[config.mk]
export PLATFORM = sky130hd
export DESIGN_NAME = multi_input_comparator_seq
export DESIGN_NICKNAME = d
export VERILOG_FILES = /design/src/rtl/multi_input_comparator_seq.sv
export SDC_FILE = /design/constraint.sdc
export NUM_CORES = 1
export LEC_CHECK = 0
export CORE_ASPECT_RATIO = 1.25
export CORE_MARGIN = 2
export CORE_UTILIZATION = 40
export DETAILED_ROUTE_END_ITERATION = 10
export GPL_TIMING_DRIVEN = 0
export PLACE_DENSITY = 0.66
export SLEW_MARGIN = 20
export SYNTH_ARGS = -nofsm -noshare
export SYNTH_HDL_FRONTEND = slang
export SYNTH_SLANG_ARGS = --single-unit
[constraint.sdc]
create_clock -name clk -period 8.3 [get_ports clk]
set_clock_uncertainty 0.15 [all_clocks]
set_input_delay 0.83 -clock clk [delete_from_list [all_inputs] [get_ports clk]]
set_output_delay 0.83 -clock clk [all_outputs]
set_load 0.02 [all_outputs]
[src/rtl/multi_input_comparator_seq.sv]
`default_nettype none
// ============================================================================
// Module   : multi_input_comparator_seq
// Purpose  : Sequential multi-input comparator. Accepts a stream of up to M
//            unsigned N-bit operands over a valid/ready handshake. It compares
//            each new operand against the running largest one bit per cycle,
//            from MSB to LSB, and stops at the first differing bit. After the
//            last operand it reports the largest value, the arrival index of
//            that value and the operand count.
// Ports    : clk, rst                  - clock, synchronous active-high reset
//            in_valid/in_ready         - operand handshake
//            in_data, in_last          - operand and end-of-set marker
//            out_valid/out_ready       - result handshake (held until taken)
//            out_largest/index/count   - result fields
//            busy                      - high whenever not IDLE
// Revision : 1.0 - initial release
// ============================================================================
module multi_input_comparator_seq #(
    parameter int N     = 8,
    parameter int M     = 8,
    parameter int IDX_W = 3
) (
    input  logic             clk,
    input  logic             rst,
    input  logic             in_valid,
    output logic             in_ready,
    input  logic [N-1:0]     in_data,
    input  logic             in_last,
    output logic             out_valid,
    input  logic             out_ready,
    output logic [N-1:0]     out_largest,
    output logic [IDX_W-1:0] out_index,
    output logic [IDX_W:0]   out_count,
    output logic             busy
);

    localparam int               c_B_W      = (N > 1) ? $clog2(N) : 1;
    localparam logic [c_B_W-1:0] c_TOP_BIT  = c_B_W'(N - 1);
    localparam logic [c_B_W-1:0] c_BIT_ONE  = c_B_W'(1);
    localparam logic [IDX_W:0]   c_LAST_CNT = (IDX_W + 1)'(M - 1);
    localparam logic [IDX_W:0]   c_CNT_ONE  = (IDX_W + 1)'(1);

    typedef enum logic [1:0] {
        ST_IDLE    = 2'd0,
        ST_WAIT    = 2'd1,
        ST_COMPARE = 2'd2,
        ST_DONE    = 2'd3
    } state_t;

    state_t             r_state;
    state_t             w_state_nxt;

    logic [N-1:0]       r_best;
    logic [IDX_W-1:0]   r_best_idx;
    logic [N-1:0]       r_cand;
    logic               r_cand_last;
    logic [IDX_W:0]     r_cnt;
    logic [c_B_W-1:0]   r_bit;

    logic               w_accept;
    logic               w_cand_bit;
    logic               w_best_bit;
    logic               w_cand_wins;
    logic               w_cmp_end;

    assign in_ready    = (r_state == ST_IDLE) || (r_state == ST_WAIT);
    assign out_valid   = (r_state == ST_DONE);
    assign busy        = (r_state != ST_IDLE);
    assign out_largest = r_best;
    assign out_index   = r_best_idx;
    assign out_count   = r_cnt;

    assign w_accept    = in_valid && in_ready;
    assign w_cand_bit  = r_cand[r_bit];
    assign w_best_bit  = r_best[r_bit];
    assign w_cand_wins = w_cand_bit && !w_best_bit;
    // The compare ends at the first differing bit, or after the LSB on a tie.
    assign w_cmp_end   = (r_state == ST_COMPARE) &&
                         ((w_cand_bit != w_best_bit) || (r_bit == '0));

    // ------------------------------------------------------------------------
    // Next-state logic
    // ------------------------------------------------------------------------
    always_comb begin
        w_state_nxt = r_state;
        case (r_state)
            ST_IDLE: begin
                if (w_accept) begin
                    w_state_nxt = (in_last || (M == 1)) ? ST_DONE : ST_WAIT;
                end
            end
            ST_WAIT: begin
                if (w_accept) begin
                    w_state_nxt = ST_COMPARE;
                end
            end
            ST_COMPARE: begin
                if (w_cmp_end) begin
                    w_state_nxt = r_cand_last ? ST_DONE : ST_WAIT;
                end
            end
            ST_DONE: begin
                if (out_ready) begin
                    w_state_nxt = ST_IDLE;
                end
            end
            default: w_state_nxt = ST_IDLE;
        endcase
    end

    // ------------------------------------------------------------------------
    // State register and datapath
    // ------------------------------------------------------------------------
    always_ff @(posedge clk) begin
        if (rst) begin
            r_state     <= ST_IDLE;
            r_best      <= '0;
            r_best_idx  <= '0;
            r_cand      <= '0;
            r_cand_last <= 1'b0;
            r_cnt       <= '0;
            r_bit       <= '0;
        end else begin
            r_state <= w_state_nxt;
            case (r_state)
                ST_IDLE: begin
                    if (w_accept) begin
                        r_best     <= in_data;
                        r_best_idx <= '0;
                        r_cnt      <= c_CNT_ONE;
                    end
                end
                ST_WAIT: begin
                    if (w_accept) begin
                        r_cand      <= in_data;
                        // The M-th operand closes the set even without in_last.
                        r_cand_last <= in_last || (r_cnt == c_LAST_CNT);
                        r_bit       <= c_TOP_BIT;
                    end
                end
                ST_COMPARE: begin
                    if (w_cmp_end) begin
                        // Ties keep the earlier operand, so only a strict win swaps.
                        if (w_cand_wins) begin
                            r_best     <= r_cand;
                            r_best_idx <= r_cnt[IDX_W-1:0];
                        end
                        r_cnt <= r_cnt + c_CNT_ONE;
                    end else begin
                        r_bit <= r_bit - c_BIT_ONE;
                    end
                end
                default: ;
            endcase
        end
    end

endmodule
`default_nettype wire

==> flow_summary_export.csv <==
group,metric,value,unit
clocking,clock_latency,280,ps
setup_path,cp_slowest_cell,"mux4_2",
clocking,clock-sinks,29,
timing,layout_min_cycle_time,3200,ps
timing,setup_slack,5100,ps
timing,timing.setup.tns,0,ps
route,via_count,1298,
yosys,yosysMostFrequentCell,"nand2_1",
pwr,p_total,0.423,mW
timing,setup_viol,0,
clocking,holdBufCountCts,0,
yosys,yosys.area.top_type,"dfxtp_1",
setup_path,critPathLaunchType,"register",
setup_path,cp.arrival,3250,ps
timing,maxSlewHeadroom,58.6,%
setup_path,critical_path.top_delay_family,"multiplexers",
die,fp-row-count,24,
timing,hold_viol,0,
yosys,synth_area_leaders,"dfxtp_1 (41%), nand2_1 (8.4%), mux4_2 (6.3%)",
die,die_h,70.9,µm
route,ant_nets,0,
clocking,cts_resized,0,
layout,antennaDiodeCount,0,
hold_path,hold_class,"register to register",
pwr,netSwitchingFraction,32.2,%
yosys,synth_ff_type,"dfxtp_1",
setup_path,r2r_start,"r_bit[0]",
clocking,cts_made_buffers,5,
yosys,synth.avg_cell_area,8.77,µm²
yosys,synth_simple_gate_area_share,21.4,%
layout,area_growth,30.8,%
grt,grt_first_pass_wirelength,5.81,mm
pwr,clkPwrFrac,30.4,%
placed_design,place_area,0.00177,mm²
setup_path,reg2reg_slack,5100,ps
route,dr.pass1.iters,4,
setup_path,cp_num_cells,8,
yosys,yosys-mux-area-fraction,8.49,%
yosys,ys_seq_elements,29,
route,wl_per_cell,14.3,µm
placed_design,pre_cts_slack,5100,ps
setup_path,critical-path-max-stage-delay,570,ps
run,cap_violations,0,
yosys,ys_seq_area_share,40.6,%
pwr,seq_power_share,39.3,%
clocking,clockRootBuffer,"clkbuf_8",
yosys,synth_top_family_by_area,"simple AND/OR/NAND/NOR gates",
layout,fillers,322,
pwr,p_sw,0.136,mW
setup_path,endpoint_kind,"register",
pwr,vdd_ir_drop_max,137,µV
layout,drive_above_1_share,11.0,%
grt,overflow,0,
setup_path,timing.critical_path.from,"r_bit[0]",
yosys,syn_area,0.00143,mm²
setup_path,ff2ff_path_depth,8,
die,dieArea,0.00407,mm²
yosys,yosys-top-cells-count,"nand2_1 (32), dfxtp_1 (29), a21oi_1 (14)",
yosys,synth_cell_types,31,
timing,max_clock_freq,0.312,GHz
grt,grt_pass1_vias,1223,
layout,fin_area,0.00187,mm²
route,drtIter0Drc,62,
layout,fin_nets,216,
pwr,p_leak,0.650,nW
clocking,path_clk_slew,60,ps
timing,period_share,38.6,%
yosys,synth-compound-area-share,18.5,%
setup_path,critPathBufInv,2,
pwr,cellInternalPower,0.287,mW
setup_path,endpoint,"out_largest[6]",
setup_path,crit_path_max_fanout,10,
yosys,ys_warn_count,0,
placed_design,place.gp.congestion,0.784,
setup_path,worstPathRequired,8340,ps
pwr,powerDensity,226,mW/mm²
clocking,htreeDepth,2,
placed_design,port_buffers,29,
yosys,syn-num-nets,180,
die,core_area,0.00345,mm²
yosys,synth_xor_area_share,1.84,%
setup_path,crit_chain,"clkbuf_1 > mux4_2 > mux2_2 > ha_1 > a311oi_4 > buf_6 > nor2_1 > a311oi_2",
grt,antenna_found_initial,0,
hold_path,hold_start,"out_index[1]",
die,die_w,57.5,µm
layout,multi_input_area,769,µm²
die,io_pins,31,
timing,worstMarginPinSlew,620,ps
die,start_util,41.4,%
placed_design,hpwl,2.51,mm
yosys,synthAdderAreaFrac,3.50,%
yosys,synth-async-reset-ratio,0,%
grt,grtUsageTotal,19.0,%
setup_path,crit_type,"register to register",
route,wl,3.43,mm
setup_path,reg2reg_to,"out_largest[6]",
yosys,synthCells,163,
yosys,synth-edff-count,0,
clocking,post_cts_buffers,0,
status,status,"complete, no violations",
pwr,pwr-share-comb,30.3,%
grt,grt_max_degree,11,
timing,rsz0062_at_grt,"false",
route,drc,0,
timing,timing.hold.ws,323,ps
timing,slew_viol_final,0,
clocking,clockBufferDepth,2,
layout,final-seq-area,581,µm²
clocking,cts_tree,"built",
route,routed_via_density,5.43,
yosys,synth_top_area_share,40.6,%
power groups by stage:
stage | clock, mW | sequential, mW | combinational (mW)
final | 0.129 | 0.166 | 0.128
after global routing | 0.139 | 0.168 | 0.142
after CTS | 0.131 | 0.166 | 0.129
after detailed placement | 0 | 0.169 | 0.129
after global placement | 0 | 0.169 | 0.127
after floorplan | 0 | 0.175 | 0.0784
per-stage QoR:
stage | instances | utilization (%)
global placement | 231 | 51.2
floorplan | 163 | -
global route | 239 | 54.2
detailed placement | 231 | 51.2
finish | 239 | 54.2
CTS | 239 | 54.2
final cells by class:
class / count / area share (%)
Tap cell: 39 / 2.61
Inverter: 7 / 1.40
Multi-Input combinational cell: 116 / 41.1
Buffer: 11 / 2.88
Clock inverter: 1 / 0.268
Timing Repair Buffer: 29 / 15.5
Sequential cell: 29 / 31.0
Clock buffer: 7 / 5.15
cell usage in the layout (no fill, tap or decap), types with 6 or more instances in the layout:
master | synthesis | routed
clkbuf_1 | 8 | 8
inv_1 | 7 | 7
clkbuf_8 | 0 | 7
a311oi_1 | 9 | 9
a211oi_1 | 6 | 6
nor2_1 | 12 | 12
dfxtp_1 | 29 | 29
nor3_1 | 6 | 6
nand3_1 | 6 | 6
nand2_1 | 32 | 32
a21oi_1 | 14 | 14
clkdlybuf4s50_1 | 0 | 29
worst reg2reg max path, cell delays in order, from the launching register on:
cell and delay (ps):
dfxtp_1 310, clkbuf_1 360, mux4_2 570, mux2_2 280
ha_1 380, a311oi_4 560, buf_6 230, nor2_1 60
a311oi_2 230
worst min path at each step:
stage / to / slack (ps) / depth (start not counted)
after global placement: r_cand[1] / 310 / 2
after detailed placement: out_index[1] / 310 / 2
after CTS: out_index[1] / 320 / 2
final: out_index[1] / 320 / 2
after global routing: r_cand[4] / 350 / 2
after floorplan: r_cand[2] / 300 / 2
per-layer routing:
layer | part of all wire (%) | vias to the layer above | track usage (%)
met5 | 0 | - | 0
met2 | 51 | 29 | 32.2
met4 | 1.6 | 0 | 7.75
li1 | - | 649 | -
met3 | 4.6 | 6 | 6.58
met1 | 43 | 614 | 21.4
state kept, by name, summed over array words and instances (netlist names):
register     flops
r_bit            3
out_largest      8
r_cand_last      1
r_cand           8
r_state          2
out_count        4
out_index        3
logic make-up (layout without fill, tap and decap cells):
| group | after synthesis | in the layout |
|---|---|---|
| and+or+nand+nor | 68 | 68 |
| adders and majority gates | 4 | 4 |
| buffers and inverters | 18 | 55 |
| DFF | 29 | 29 |
| xor gates and xnor gates | 3 | 3 |
| muxes | 7 | 7 |
| AOI/OAI and AO/OA | 34 | 34 |
(Power assumes the default switching activity.)
